File: config.mk
export PLATFORM = sky130hd
export DESIGN_NAME = rtc_bus_arbiter
export DESIGN_NICKNAME = d
export VERILOG_FILES = /design/src/rtl/rtc_pkg.sv /design/src/rtl/rr_picker.sv /design/src/rtl/rtc_bus_arbiter.sv
export SDC_FILE = /design/constraint.sdc
export NUM_CORES = 1
export LEC_CHECK = 0
export BUFFER_PORTS_ARGS = -buffer_cell sky130_fd_sc_hd__buf_2
export CORE_MARGIN = 1
export CORE_UTILIZATION = 25
export CTS_CLUSTER_SIZE = 10
export DETAILED_ROUTE_END_ITERATION = 10
export MAX_ROUTING_LAYER = met4
export PLACE_DENSITY = 0.44
export SYNTH_ARGS = -nofsm -noshare
export SYNTH_HDL_FRONTEND = slang
export SYNTH_SLANG_ARGS = --single-unit
File: constraint.sdc
create_clock -name clk -period 5.1 [get_ports clk]
set_input_delay 0.765 -clock clk [delete_from_list [all_inputs] [get_ports clk]]
set_output_delay 0.765 -clock clk [all_outputs]
set_load 0.02 [all_outputs]
File: src/rtl/rtc_pkg.sv
`default_nettype none
//==============================================================================
// Module   : rtc_pkg
// Brief    : Shared types and constants for the RTC register-port arbiter.
// Revision : 1.0 - initial release
//==============================================================================
package rtc_pkg;

   localparam int NREQ = 3;

   typedef enum logic [2:0] {
      ST_IDLE    = 3'd0,
      ST_ISSUE   = 3'd1,
      ST_WAIT    = 3'd2,
      ST_DONE    = 3'd3,
      ST_RELEASE = 3'd4
   } arb_state_t;

   localparam logic [7:0] c_ADDR_CONTROL = 8'h00;
   localparam logic [7:0] c_ADDR_HOURS   = 8'h21;
   localparam logic [7:0] c_ADDR_SECONDS = 8'h42;
   localparam logic [7:0] c_ADDR_MINUTES = 8'h43;

   // Width of a counter that has to reach limit-1; never narrower than 1 bit.
   function automatic int cnt_width(input int limit);
      return (limit > 1) ? $clog2(limit) : 1;
   endfunction

   function automatic logic [1:0] onehot_to_idx(input logic [NREQ-1:0] oh);
      logic [1:0] idx;
      idx = '0;
      for (int i = 0; i < NREQ; i++) begin
         if (oh[i]) idx = 2'(i);
      end
      return idx;
   endfunction

endpackage
`default_nettype wire

File: src/rtl/rr_picker.sv
`default_nettype none
//==============================================================================
// Module   : rr_picker
// Brief    : Combinational round-robin pick of three requesters from a pointer.
// Revision : 1.0 - initial release
//==============================================================================
module rr_picker
   import rtc_pkg::*;
(
   input  logic [NREQ-1:0] req,
   input  logic [1:0]      pointer,
   output logic [NREQ-1:0] winner,
   output logic            valid
);

   // Search upward from the pointer, wrapping past requester 2 back to 0.
   always_comb begin
      winner = '0;
      case (pointer)
         2'd1: begin
            if      (req[1]) winner = 3'b010;
            else if (req[2]) winner = 3'b100;
            else if (req[0]) winner = 3'b001;
         end
         2'd2: begin
            if      (req[2]) winner = 3'b100;
            else if (req[0]) winner = 3'b001;
            else if (req[1]) winner = 3'b010;
         end
         default: begin
            if      (req[0]) winner = 3'b001;
            else if (req[1]) winner = 3'b010;
            else if (req[2]) winner = 3'b100;
         end
      endcase
   end

   assign valid = |req;

endmodule
`default_nettype wire

File: src/rtl/rtc_bus_arbiter.sv
`default_nettype none
//==============================================================================
// Module   : rtc_bus_arbiter
// Brief    : Round-robin owner of the single RTC register port; one read or
//            write at a time with timeout and post-transaction guard gap.
// Revision : 1.0 - initial release
//==============================================================================
module rtc_bus_arbiter
   import rtc_pkg::*;
#(
   parameter int TIMEOUT = 64,
   parameter int GUARD   = 2
) (
   input  logic              clk,
   input  logic              Reset_n,
   input  logic [NREQ-1:0]   req,
   input  logic [NREQ-1:0]   we,
   input  logic [8*NREQ-1:0] addr_in,
   input  logic [8*NREQ-1:0] wdata_in,
   output logic [NREQ-1:0]   gnt,
   output logic [NREQ-1:0]   ack,
   output logic              err,
   output logic [7:0]        rdata,
   output logic              rtc_start,
   output logic              rtc_we,
   output logic [7:0]        rtc_addr,
   output logic [7:0]        rtc_wdata,
   input  logic [7:0]        rtc_rdata,
   input  logic              rtc_done,
   output logic              busy
);

   localparam int c_CNT_W = cnt_width(TIMEOUT);
   localparam int c_GRD_W = cnt_width(GUARD);
   localparam logic [c_CNT_W-1:0] c_CNT_LAST = c_CNT_W'(TIMEOUT - 1);
   localparam logic [c_GRD_W-1:0] c_GRD_LAST = c_GRD_W'(GUARD - 1);

   arb_state_t          r_state, w_state_nxt;
   logic [1:0]          r_ptr, w_ptr_nxt;
   logic [1:0]          r_win, w_win_nxt;
   logic [c_CNT_W-1:0]  r_cnt, w_cnt_nxt, w_cnt_inc;
   logic [c_GRD_W-1:0]  r_grd, w_grd_nxt;
   logic [NREQ-1:0]     r_gnt, w_gnt_nxt;
   logic [NREQ-1:0]     r_ack, w_ack_nxt;
   logic                r_err, w_err_nxt;
   logic [7:0]          r_rdata, w_rdata_nxt;
   logic                r_start, w_start_nxt;
   logic                r_we, w_we_nxt;
   logic [7:0]          r_addr, w_addr_nxt;
   logic [7:0]          r_wdata, w_wdata_nxt;
   logic                r_busy, w_busy_nxt;

   logic [NREQ-1:0]     w_pick;
   logic                w_pick_valid;
   logic [1:0]          w_pick_idx;

   rr_picker u_picker (
      .req     (req),
      .pointer (r_ptr),
      .winner  (w_pick),
      .valid   (w_pick_valid)
   );

   assign w_pick_idx = onehot_to_idx(w_pick);
   assign w_cnt_inc  = r_cnt + c_CNT_W'(1);

   always_ff @(posedge clk or negedge Reset_n) begin
      if (!Reset_n) begin
         r_state <= ST_IDLE;
         r_ptr   <= '0;
         r_win   <= '0;
         r_cnt   <= '0;
         r_grd   <= '0;
         r_gnt   <= '0;
         r_ack   <= '0;
         r_err   <= 1'b0;
         r_rdata <= '0;
         r_start <= 1'b0;
         r_we    <= 1'b0;
         r_addr  <= '0;
         r_wdata <= '0;
         r_busy  <= 1'b0;
      end else begin
         r_state <= w_state_nxt;
         r_ptr   <= w_ptr_nxt;
         r_win   <= w_win_nxt;
         r_cnt   <= w_cnt_nxt;
         r_grd   <= w_grd_nxt;
         r_gnt   <= w_gnt_nxt;
         r_ack   <= w_ack_nxt;
         r_err   <= w_err_nxt;
         r_rdata <= w_rdata_nxt;
         r_start <= w_start_nxt;
         r_we    <= w_we_nxt;
         r_addr  <= w_addr_nxt;
         r_wdata <= w_wdata_nxt;
         r_busy  <= w_busy_nxt;
      end
   end

   // Every output is computed one cycle ahead here and registered above.
   always_comb begin
      w_state_nxt = r_state;
      w_ptr_nxt   = r_ptr;
      w_win_nxt   = r_win;
      w_cnt_nxt   = r_cnt;
      w_grd_nxt   = r_grd;
      w_gnt_nxt   = r_gnt;
      w_ack_nxt   = '0;
      w_err_nxt   = 1'b0;
      w_rdata_nxt = r_rdata;
      w_start_nxt = 1'b0;
      w_we_nxt    = r_we;
      w_addr_nxt  = r_addr;
      w_wdata_nxt = r_wdata;

      case (r_state)
         ST_IDLE: begin
            if (w_pick_valid) begin
               w_state_nxt = ST_ISSUE;
               w_gnt_nxt   = w_pick;
               w_win_nxt   = w_pick_idx;
               w_we_nxt    = we[w_pick_idx];
               w_addr_nxt  = addr_in[{w_pick_idx, 3'b000} +: 8];
               w_wdata_nxt = wdata_in[{w_pick_idx, 3'b000} +: 8];
               w_start_nxt = 1'b1;
            end
         end
         ST_ISSUE: begin
            w_state_nxt = ST_WAIT;
            w_cnt_nxt   = '0;
         end
         ST_WAIT: begin
            w_cnt_nxt = w_cnt_inc;
            // Completion has priority over a timeout expiring in the same cycle.
            if (rtc_done) begin
               w_state_nxt = ST_DONE;
               w_ack_nxt   = r_gnt;
               if (!r_we) w_rdata_nxt = rtc_rdata;
            end else if (w_cnt_inc == c_CNT_LAST) begin
               w_state_nxt = ST_DONE;
               w_ack_nxt   = r_gnt;
               w_err_nxt   = 1'b1;
            end
         end
         ST_DONE: begin
            w_state_nxt = ST_RELEASE;
            w_gnt_nxt   = '0;
            w_grd_nxt   = '0;
            w_ptr_nxt   = (r_win == 2'(NREQ - 1)) ? 2'd0 : r_win + 2'd1;
         end
         ST_RELEASE: begin
            if (r_grd == c_GRD_LAST) w_state_nxt = ST_IDLE;
            else                     w_grd_nxt   = r_grd + c_GRD_W'(1);
         end
         default: begin
            w_state_nxt = ST_IDLE;
            w_gnt_nxt   = '0;
         end
      endcase

      w_busy_nxt = (w_state_nxt != ST_IDLE);
   end

   assign gnt       = r_gnt;
   assign ack       = r_ack;
   assign err       = r_err;
   assign rdata     = r_rdata;
   assign rtc_start = r_start;
   assign rtc_we    = r_we;
   assign rtc_addr  = r_addr;
   assign rtc_wdata = r_wdata;
   assign busy      = r_busy;

endmodule
`default_nettype wire

==> flow_summary.ini, run 1 <==
[synthesis]
yosysWarnings = 0
synth_fp_nets = 299
yosysTopAreaCell = dfrtp_1
yosys-top-cells-area = dfrtp_1 48%, o211ai_1 8.2%, mux2i_1 6.9%
ys_seq_area_frac = 0.484
synth_top_area_frac = 0.484
synth-edff-count = 0
synth_cell_types = 40
netlist_top_cells_count = 48 x dfrtp_1, 28 x nand2_1, 27 x o211ai_1
synthArstFlopShare = 1.00
post-synth-top-count-cell = dfrtp_1
synth-seq-cells = 48
netlist_instances = 230
synth_ff_type = dfrtp_1
synth.avg_cell_area_sq_um = 10.8
synth_area_sq_um = 2480

[sta]
fmax_ghz = 0.365
maxSlewViolCount = 0
fin_worst_hold_slack_ns = 0.488
tightest_slew_ns = 0.810
tns_ns = 0
hold_viol = 0
period_needed_ns = 2.74
relSlewSlack = 0.460
fin_crit_sh = 0.537
setup_viol = 0
finalClockSkew_ns = 0.0161
rsz0062_at_grt = no

[placed_design]
dpl.cell_count = 449
routabilityCongestion = 0.738
placed_cell_area_sq_um = 3110
hpwl_um = 4420
port_buffers = 98

[detailed_routing]
viasPerCell = 4.46
drcViolationCount = 0
firstDrtPassIters = 4
wl_per_cell_um = 13.4
drt_iter0_drc = 60
ant_nets = 0
num_vias = 2037
wirelength_um = 6120

[critical_path]
required_ns = 5.31
worstSetupPathType = reg -> reg
r2r_cells = 5
cp-start-kind = flip-flop
startpoint = r_state[1]
r2r_end = rtc_we
crit_path_end_kind = flip-flop
cp_max_fo = 27
crit_arrival_ns = 2.95
r2r_start = r_state[1]
rrSetupSlack_ns = 2.36

[power_and_ir_drop]
power_leakage_nw = 1.59
p_total_mw = 1.89
peakVddDrop_v = 0.000278
power.density_nw_per_um2 = 590

[grt]
grt_pass1_vias = 1872
grt_overflow = 0
antenna_found_initial = 0
grt_use_total = 0.125
grt_start_max_net_pins = 49
grt_pass1_wl_um = 9670

[floorplan]
initial_core_util = 0.256
die_h_um = 102
die-width_um = 102
die-area_sq_um = 10300
num_rows = 36
fp.coreArea_sq_um = 9680
ioPinCount = 99

[clock_tree]
cts_resized = 0
cts_root_buf = clkbuf_8
cts_tree = yes
holdBufCountCts = 0
cts_sinks = 48
htree_levels = 2
clk_pin_slew_ns = 0.09
cts-buffers-inserted = 5
post-cts-setup-buffers = 0
insertion_delay_ns = 0.31
cts_buffer_depth = 2

[final_layout]
diodes = 0
layout.nets = 392
layout-area-overhead-vs-synth_pct = 29.1
drive_gt1_frac = 0.414
final-instance-count-excl-fill = 457
final_cell_area_sq_um = 3210

[flow_run]
drv_cap = 0

[min_path]
hold_depth = 2
worstHoldStart = rtc_wdata[4]
min_to = rtc_wdata[4]
worstHoldPathType = reg -> reg

[status]
status = complete, no violations
[layout make-up]
| cell class | count | area [sq um] |
|---|---|---|
| clock inverter | 2 | 13.8 |
| clock buffer | 6 | 82.6 |
| tap | 133 | 166 |
| inverter | 7 | 26.3 |
| fill | 1018 | 6480 |
| timing repair buffer | 101 | 513 |
| multi-input combinational | 160 | 1200 |
| sequential | 48 | 1200 |
[stage by stage]
stage / setup WS, ns / utilization
floorplan: 3.08 / -
global placement: 2.28 / 0.321
detailed placement: 2.22 / 0.321
CTS: 2.28 / 0.331
global route: 2.16 / 0.331
finish: 2.36 / 0.331
[logic make-up (layout without fill, tap and decap cells)]
group	after synthesis	count (layout)	share of synthesized area
buffers and inverters	22	116	0.0413
AO/OA/AOI/OAI	68	68	0.214
AND/OR/NAND/NOR	59	59	0.122
flip-flops	48	48	0.484
adder cells (fa/ha/maj)	4	4	0.0202
XOR/XNOR	4	4	0.0141
multiplexers	25	25	0.105
[critical path: stages (launching register included)]
cell and delay [ns]:
dfrtp_1 0.51, nor3_4 0.69, o31ai_4 0.14, buf_4 0.26, or3_1 0.74, o211ai_1 0.29
[how the worst max path moves through the flow]
stage / end / cells after the start
finish: rtc_we / 5
global route: rtc_we / 5
CTS: rtc_we / 5
detailed placement: rtc_addr[2] / 5
global placement: rtc_addr[4] / 5
floorplan: rtc_addr[0] / 8
[per-layer routing]
metal	routed length [um]	GRT usage
met2	2840	0.186
met1	2980	0.171
met4	51	0.0368
met3	254	0.0255
met5	0	-
[report_power, final]
part           internal (mW)  total [mW]  switching, mW
sequential             0.539       0.660          0.121
clock                  0.111       0.246          0.135
combinational          0.387       0.984          0.597
total                   1.04        1.89          0.852
[registers in the layout (all words and copies together) (netlist names)]
name	cells
busy	1
ack	3
r_win	2
rtc_wdata	8
rtc_start	1
rtc_we	1
r_ptr	2
rtc_addr	8
r_cnt	6
r_state	3
rdata	8
err	1
r_grd	1
gnt	3
[layout by cell type, fill, tap and decap left out, types with 2 or more instances in the layout]
cell      count
mux2_2        8
nand2_1      28
a21boi_0      3
xor2_1        2
nor2b_1       2
o211ai_2     10
o31ai_1       2
nor2_1        6
inv_1         7
xnor2_1       2
buf_2        98
o31ai_4       2
a21oi_1       4
nand2b_1      2
clkbuf_8      6
or3_1         3
ha_1          4
o21ai_0      13
o211ai_1     27
nand3b_1      3
dfrtp_1      48
mux2i_1      17
nand3_1       7
buf_4         3
Power figures use the tool's default switching activity.
==> run 2: changes to the inputs <==
==> constraint.sdc (replaced) <==
create_clock -name clk -period 2.6 [get_ports clk]
set_input_delay 0.39 -clock clk [delete_from_list [all_inputs] [get_ports clk]]
set_output_delay 0.39 -clock clk [all_outputs]
set_load 0.02 [all_outputs]
==> flow_summary.ini, run 2 (same netlist as run 1, synthesis figures left out) <==
[status]
status = complete, no violations

[detailed_routing]
viasPerCell = 4.55
firstDrtPassIters = 4
ant_nets = 0
drcViolationCount = 0
drt_iter0_drc = 76
num_vias = 2102
wirelength_um = 6380
wl_per_cell_um = 13.8

[floorplan]
die_h_um = 102
die-width_um = 102
die-area_sq_um = 10300
ioPinCount = 99
fp.coreArea_sq_um = 9680
num_rows = 36
initial_core_util = 0.256

[sta]
period_needed_ns = 2.24
rsz0062_at_grt = no
finalClockSkew_ns = 0.00874
fmax_ghz = 0.446
relSlewSlack = 0.452
fin_crit_sh = 0.863
hold_viol = 0
maxSlewViolCount = 0
tightest_slew_ns = 0.822
tns_ns = 0
setup_viol = 0

[final_layout]
layout.nets = 398
final_cell_area_sq_um = 3250
drive_gt1_frac = 0.422
register_area_sq_um = 1200
layout-area-overhead-vs-synth_pct = 30.7
diodes = 0
nFillCells = 1004
most-common-layout-cells = 98 x buf_2, 48 x dfrtp_1, 28 x nand2_1
layout_commonest_cell = buf_2
multi_input_area_sq_um = 1200

[placed_design]
placed_cell_area_sq_um = 3150
routabilityCongestion = 0.751
hpwl_um = 4690
port_buffers = 98

[critical_path]
cp-start-kind = flip-flop
r2r_cells = 6
rrSetupSlack_ns = 0.36
r2r_end = rtc_we
worstSetupPathType = reg -> reg
crit_arrival_ns = 2.45
crit_path_end_kind = flip-flop
required_ns = 2.80
r2r_start = r_ptr[0]
cp_max_fo = 17

[clock_tree]
cts_resized = 0
cts-buffers-inserted = 5
clk_pin_slew_ns = 0.09
cts_tree = yes
cts_buffer_depth = 2
htree_levels = 2
post-cts-setup-buffers = 0
cts_sinks = 48
holdBufCountCts = 0
insertion_delay_ns = 0.29
cts_root_buf = clkbuf_8

[power_and_ir_drop]
power.density_nw_per_um2 = 1160
p_total_mw = 3.76
netSwitchingPower_mw = 1.69
power_leakage_nw = 1.62
sequentialPowerShare = 0.346
combPwrFrac = 0.531
internal_power_mw = 2.07
switching_share = 0.449
p_clk_frac = 0.123
peakVddDrop_v = 0.000470

[grt]
antenna_found_initial = 0
grt_use_total = 0.127
grt_start_max_net_pins = 27
grt_pass1_wl_um = 9920
grt_pass1_vias = 2003
grt_overflow = 0

[min_path]
worstHoldPathType = in -> async

[flow_run]
drv_cap = 0
run 2: cell types whose count changed in the layout (fill, tap and decap cells not counted), sizes merged:
cell	delta
inv	-1
buf	+6
run 2: worst max-delay path, stage by stage, from the launching register on:
cell and delay [ns]:
dfrtp_1 0.38, inv_1 0.05, ha_1 0.32, nor2b_1 0.18, o211a_1 0.23, or3_1 0.69, o211ai_1 0.30
run 2: per-stage QoR:
step / worst slack [ns] / hold WS [ns] / instances / utilization
after floorplan: 0.576 / 0.0944 / 230 / -
after global placement: 0.377 / 0.347 / 455 / 0.326
after detailed placement: 0.323 / 0.350 / 455 / 0.326
after CTS: 0.329 / 0.0199 / 462 / 0.335
after global routing: 0.174 / 0.0317 / 462 / 0.335
final: 0.355 / 0.0122 / 462 / 0.335
run 2: metal layers:
metal	up-vias	GRT usage	routed length [um]
met1	998	0.163	2960
met3	2	0.0207	244
met2	58	0.208	3150
met4	0	0.0268	28
met5	-	-	0
li1	1044	-	-
run 2: area by class of cell:
| type | count | share of cell area |
|---|---|---|
| Timing Repair Buffer | 107 | 0.172 |
| Tap cell | 133 | 0.0513 |
| Clock buffer | 6 | 0.0254 |
| Inverter | 7 | 0.00810 |
| Multi-Input combinational cell | 160 | 0.370 |
| Sequential cell | 48 | 0.370 |
| Clock inverter | 1 | 0.00270 |
run 2: worst max-delay path by stage:
stage / from / end / depth (start not counted)
after floorplan: r_ptr[0] / rtc_addr[0] / 8
after global routing: r_ptr[0] / rtc_addr[4] / 6
final: r_ptr[0] / rtc_we / 6
after CTS: r_ptr[0] / rtc_we / 6
after detailed placement: r_ptr[0] / rtc_addr[2] / 6
after global placement: r_ptr[0] / rtc_addr[7] / 6
run 2: power by group through the flow:
stage | logic [mW] | registers (mW) | clock network, mW
2_1_floorplan | 1.18 | 1.52 | 0
5_1_grt | 2.20 | 1.35 | 0.510
4_1_cts | 2.03 | 1.30 | 0.486
3_3_place_gp | 2.01 | 1.31 | 0
6_report | 1.99 | 1.30 | 0.463
3_5_place_dp | 2.03 | 1.31 | 0
